===== config.mk =====
export PLATFORM = sky130hd
export DESIGN_NAME = imem_arbiter
export DESIGN_NICKNAME = d
export VERILOG_FILES = /design/src/rtl/friscv_sv_pkg.sv /design/src/rtl/imem_arb_prio.sv /design/src/rtl/imem_arbiter.sv
export SDC_FILE = /design/constraint.sdc
export NUM_CORES = 1
export LEC_CHECK = 0
export CAP_MARGIN = 20
export CORE_MARGIN = 8
export CORE_UTILIZATION = 31
export CTS_CLUSTER_DIAMETER = 40
export DETAILED_ROUTE_END_ITERATION = 10
export PLACE_DENSITY = 0.93
export SLEW_MARGIN = 10
export SYNTH_ARGS = -nofsm -noshare
export SYNTH_HDL_FRONTEND = slang
export SYNTH_SLANG_ARGS = --single-unit

===== constraint.sdc =====
create_clock -name clk -period 4.2 [get_ports clk]
set_clock_uncertainty 0.15 [all_clocks]
set_input_delay 0.63 -clock clk [delete_from_list [all_inputs] [get_ports clk]]
set_output_delay 0.63 -clock clk [all_outputs]
set_load 0.05 [all_outputs]

===== src/rtl/friscv_sv_pkg.sv =====
// Shared types and constants for the instruction-memory arbiter.
package friscv_sv_pkg;

    localparam int ARCH            = 32;
    localparam int IMEM_ARB_WAIT_W = 4;

    typedef enum logic [1:0] {
        OWN_NONE = 2'd0,
        OWN_F    = 2'd1,
        OWN_D    = 2'd2
    } imem_owner_t;

endpackage


===== src/rtl/imem_arb_prio.sv =====
// Fixed-priority grant (fetch first) with a starvation counter that forces a debug grant.
// Combinational grant, wait counter registered; optional forced-grant strobe under FRISCV_IMEM_ARB_STATS_EN.
module imem_arb_prio
    import friscv_sv_pkg::*;
#(
    parameter int MAX_WAIT = 4
) (
    input  logic clk,
    input  logic rst,
    input  logic f_req,
    input  logic d_req,
    output logic f_gnt,
    output logic d_gnt
`ifdef FRISCV_IMEM_ARB_STATS_EN
    ,
    output logic forced
`endif
);

    localparam logic [IMEM_ARB_WAIT_W-1:0] WAIT_LIM = IMEM_ARB_WAIT_W'(MAX_WAIT);

    logic [IMEM_ARB_WAIT_W-1:0] wait_cnt;
    logic                       starved;

    assign starved = (wait_cnt == WAIT_LIM);

    always_comb begin
        d_gnt = 1'b0;
        f_gnt = 1'b0;
        if (!rst) begin
            d_gnt = d_req && (!f_req || starved);
            f_gnt = f_req && !d_gnt;
        end
    end

`ifdef FRISCV_IMEM_ARB_STATS_EN
    // A debug grant while fetch is also asking can only come from starvation.
    assign forced = d_gnt && f_req;
`endif

    always_ff @(posedge clk) begin
        if (rst) begin
            wait_cnt <= '0;
        end else if (!d_req || d_gnt) begin
            wait_cnt <= '0;
        end else if (!starved) begin
            wait_cnt <= wait_cnt + 1'b1;
        end
    end

endmodule


===== src/rtl/imem_arbiter.sv =====
// Shares instr_mem between fetch (F) and debug (D); F priority with forced D grant after MAX_WAIT denials.
// Latency: grant and memory address in cycle N, rvalid/rdata in N+1; stats ports exist only with FRISCV_IMEM_ARB_STATS_EN.
// Backpressure: requesters hold req/addr until gnt; responses cannot be stalled.
module imem_arbiter
    import friscv_sv_pkg::*;
#(
    parameter int RAM_DEPTH = 4096,
    parameter int RAM_WIDTH = ARCH,
    parameter int MAX_WAIT  = 4,
    localparam int AW       = $clog2(RAM_DEPTH)
) (
    input  logic                 clk,
    input  logic                 rst,
    input  logic                 f_req_in,
    input  logic [AW-1:0]        f_addr_in,
    output logic                 f_gnt_out,
    output logic                 f_rvalid_out,
    output logic                 f_rerr_out,
    input  logic                 d_req_in,
    input  logic [AW-1:0]        d_addr_in,
    output logic                 d_gnt_out,
    output logic                 d_rvalid_out,
    output logic                 d_rerr_out,
    output logic [RAM_WIDTH-1:0] rdata_out,
    output logic [AW-1:0]        mem_addr_out,
    input  logic [RAM_WIDTH-1:0] mem_data_in
`ifdef FRISCV_IMEM_ARB_STATS_EN
    ,
    output logic [31:0]          f_gnt_cnt_out,
    output logic [31:0]          d_gnt_cnt_out,
    output logic [15:0]          forced_cnt_out
`endif
);

    logic          f_gnt;
    logic          d_gnt;
    logic          gnt_any;
    logic [AW-1:0] gnt_addr;
    logic          gnt_mis;
    logic          addr_upd;
    imem_owner_t   owner_q;
    logic          err_q;
    logic [AW-1:0] addr_q;

`ifdef FRISCV_IMEM_ARB_STATS_EN
    logic forced;
`endif

    imem_arb_prio #(
        .MAX_WAIT (MAX_WAIT)
    ) u_prio (
        .clk    (clk),
        .rst    (rst),
        .f_req  (f_req_in),
        .d_req  (d_req_in),
        .f_gnt  (f_gnt),
        .d_gnt  (d_gnt)
`ifdef FRISCV_IMEM_ARB_STATS_EN
        ,
        .forced (forced)
`endif
    );

    assign gnt_any  = f_gnt || d_gnt;
    assign gnt_addr = d_gnt ? d_addr_in : f_addr_in;
    assign gnt_mis  = |gnt_addr[1:0];
    assign addr_upd = gnt_any && !gnt_mis;

    assign f_gnt_out = f_gnt;
    assign d_gnt_out = d_gnt;

    always_ff @(posedge clk) begin
        if (rst) begin
            owner_q <= OWN_NONE;
            err_q   <= 1'b0;
            addr_q  <= '0;
        end else begin
            owner_q <= d_gnt ? OWN_D : (f_gnt ? OWN_F : OWN_NONE);
            err_q   <= gnt_any && gnt_mis;
            if (addr_upd) begin
                addr_q <= gnt_addr;
            end
        end
    end

    // Outputs are forced quiet during reset so a response in flight is dropped.
    always_comb begin
        mem_addr_out = '0;
        f_rvalid_out = 1'b0;
        d_rvalid_out = 1'b0;
        rdata_out    = '0;
        if (!rst) begin
            mem_addr_out = addr_upd ? gnt_addr : addr_q;
            f_rvalid_out = (owner_q == OWN_F);
            d_rvalid_out = (owner_q == OWN_D);
            if (owner_q != OWN_NONE && !err_q) begin
                rdata_out = mem_data_in;
            end
        end
    end

    assign f_rerr_out = f_rvalid_out && err_q;
    assign d_rerr_out = d_rvalid_out && err_q;

`ifdef FRISCV_IMEM_ARB_STATS_EN
    always_ff @(posedge clk) begin
        if (rst) begin
            f_gnt_cnt_out  <= '0;
            d_gnt_cnt_out  <= '0;
            forced_cnt_out <= '0;
        end else begin
            if (f_gnt) f_gnt_cnt_out <= f_gnt_cnt_out + 32'd1;
            if (d_gnt) d_gnt_cnt_out <= d_gnt_cnt_out + 32'd1;
            if (forced && forced_cnt_out != 16'hFFFF) begin
                forced_cnt_out <= forced_cnt_out + 16'd1;
            end
        end
    end
`endif

endmodule


==> out/metrics.cfg <==
[global_routing]
antenna_found_initial=0
grt_first_pass_wirelength_microns=6555
first_global_vias=1280
grt_usage_pct=13.07
top_usage_layer=met2
use_met2_pct=23.36
grtUsageMet1_pct=13.97
grt_start_max_net_pins=33
grt-ovfl-total=0
use_met3_pct=5.467

[place]
placed_cells=290
dp_hpwl_microns=3843
io_buffers=109
globalplace.congestion=0.7347

[clocking]
cts-root-buf=clkbuf_8
clk_latency_ns=0.25
cts_made_buffers=3
htreeDepth=1
postCtsSetupBuffers=0
cts.sinks=19
holdBufCountCts=0
cts_buffer_depth=2
clkSlewWorstSetupHoldPaths_ns=0.06
cts_tree=done
cts_resized=0

[final_layout]
layoutNonFillerInstCount=294
n_antenna_cell=0
final_layout_size_suffix_gt1_share_pct=11.38
most-common-layout-cells=97 x clkdlybuf4s50_1, 44 x and2_1, 19 x dfxtp_1
fin_nets=309
area_growth_pct=105.3
final_common_cell=clkdlybuf4s50_1

[drt]
ant_nets=0
vias=1377
wl_microns=4337
drtIter0Drc=73
wl_per_cell_microns=14.75
dr.pass1.iters=6
viasPerCell=4.684
drc=0

[worst_hold_path]
min_path_type=flip-flop to flip-flop
min_to=addr_q[7]
min_path_cells=2
hold_start=addr_q[7]

[timing]
hold_viol=0
relSlewSlack_pct=61.04
finalSetupTns_ns=0
finalSetupViolations=0
rsz0062_at_grt=false
hold_ws_ns=0.3317
fin_crit_sh_pct=88.72
fmax_mhz=268.4
slew_violations=0
period_minus_slack_ns=3.726
tightest_slew_ns=0.5826

[logic_synthesis]
syn-instance-count=142
synth_nets=204
ys.flop_type=dfxtp_1
synth_compound_area_share_pct=19.67
ys_warn_count=0
async_flop_share_pct=0
synth_edf_count=0
yosys_register_bits=19
synth-simple-area-share_pct=36.23
netlist_area_sq_um=1209
synth_top_family_by_area=simple AND/OR/NAND/NOR gates
synth.area.mux_share_pct=0
syn_avg_cell_area_sq_um=8.512
ys_seq_area_share_pct=31.47
ys_types=27
synth_xor_area_share_pct=0
synthAdderAreaFrac_pct=2.070

[setup_path]
r2r_slack_ns=1.83
required_ns=3.42
r2r_cells=6
r2r_start=u_prio.wait_cnt[0]
start_kind=input pin
cp.arrival_ns=2.95
cp_max_fo=14
end_kind=output pin
path_class=input pin to output pin
slowest_stage=clkdlybuf4s50_1
cpPeakStageDelay_ns=0.70
crit_chain=clkdlybuf4s50_1 -> nor2b_4 -> o211ai_2 -> and2_4 -> a211oi_1 -> buf_12
reg2reg_to=addr_q[11]

[die]
die_area_sq_um=6153
die_w_microns=78.44
start_util_pct=32.53
pin_count=110
rows=22
die_h_microns=78.44
core_area_sq_um=3716

[power_and_ir_drop]
p_leak_nw=0.9500
peakVddDrop_mv=0.1793
powerDensity_nw_per_um2=210.0

[status]
outcome=completed

[job]
cap_viol_max_count=0

-- synth_stat cells, types with 3 or more instances --
cell	count	area share, %
a211oi_1	5	3.1
a211oi_2	5	5.2
a222oi_1	10	8.3
and2_1	44	23
buf_2	3	1.2
clkbuf_1	5	1.6
dfxtp_1	19	31
inv_1	17	5.3
nand2b_1	3	1.6
nor2_1	4	1.2
nor3_1	3	1.2
nor3b_1	3	1.9
-- cell families after synthesis --
family	after synthesis
AO/OA/AOI/OAI	25
adder cells (fa/ha/maj)	2
buffers and inverters	28
flip-flops	19
AND/OR/NAND/NOR	68
-- layout make-up --
cell class / count / area (sq um)
fill: 302 / 1235
timing repair buffer: 111 / 1226
multi-input combinational: 95 / 705.7
sequential: 19 / 380.4
inverter: 17 / 63.81
tap: 48 / 60.06
clock buffer: 4 / 45.04
-- critical path: cells and delay by family --
kind | cells | cell delay [ns]
buffers and inverters | 2 | 0.90
AOI/OAI and AO/OA | 2 | 0.74
and+or+nand+nor | 2 | 0.66
-- per-stage QoR --
step           util (%)  setup slack (ns)  cell area, sq um  power (mW)
5_1_grt           66.77            0.2691              2481      0.5443
4_1_cts           66.77            0.4827              2481      0.5267
2_1_floorplan         -            0.8426              1209      0.2958
3_3_place_gp      65.56            0.5713              2436      0.3997
6_report          66.77            0.4738              2481      0.5211
3_5_place_dp      65.56            0.4898              2436      0.4024
-- sequential cells by signal, indices dropped and copies added (netlist names) --
register and flops:
owner_q 2, addr_q 12, err_q 1, u_prio.wait_cnt 4
-- per-layer routing --
metal  vias to the layer above  routed length (microns)
met2                        74                     2126
li1                        692                        -
met5                         -                        0
met4                         0                       45
met3                         8                      441
met1                       603                     1723
-- worst max path at each step --
stage               startpoint  slack (ns)          endpoint
floorplan                  rst        0.84   mem_addr_out[2]
global placement           rst        0.57   mem_addr_out[4]
detailed placement         rst        0.49   mem_addr_out[2]
CTS                        rst        0.48   mem_addr_out[2]
global route               rst        0.27  mem_addr_out[11]
finish                     rst        0.47  mem_addr_out[11]
-- where the power goes --
part           switching (mW)  leakage, nW  total [mW]  internal [mW]
logic                   0.103        0.772       0.206          0.103
clock network          0.0570       0.0228       0.124         0.0674
registers             0.00285        0.155       0.190          0.187
total                   0.163        0.950       0.521          0.358
No activity file was read; power rests on OpenSTA's default activity.
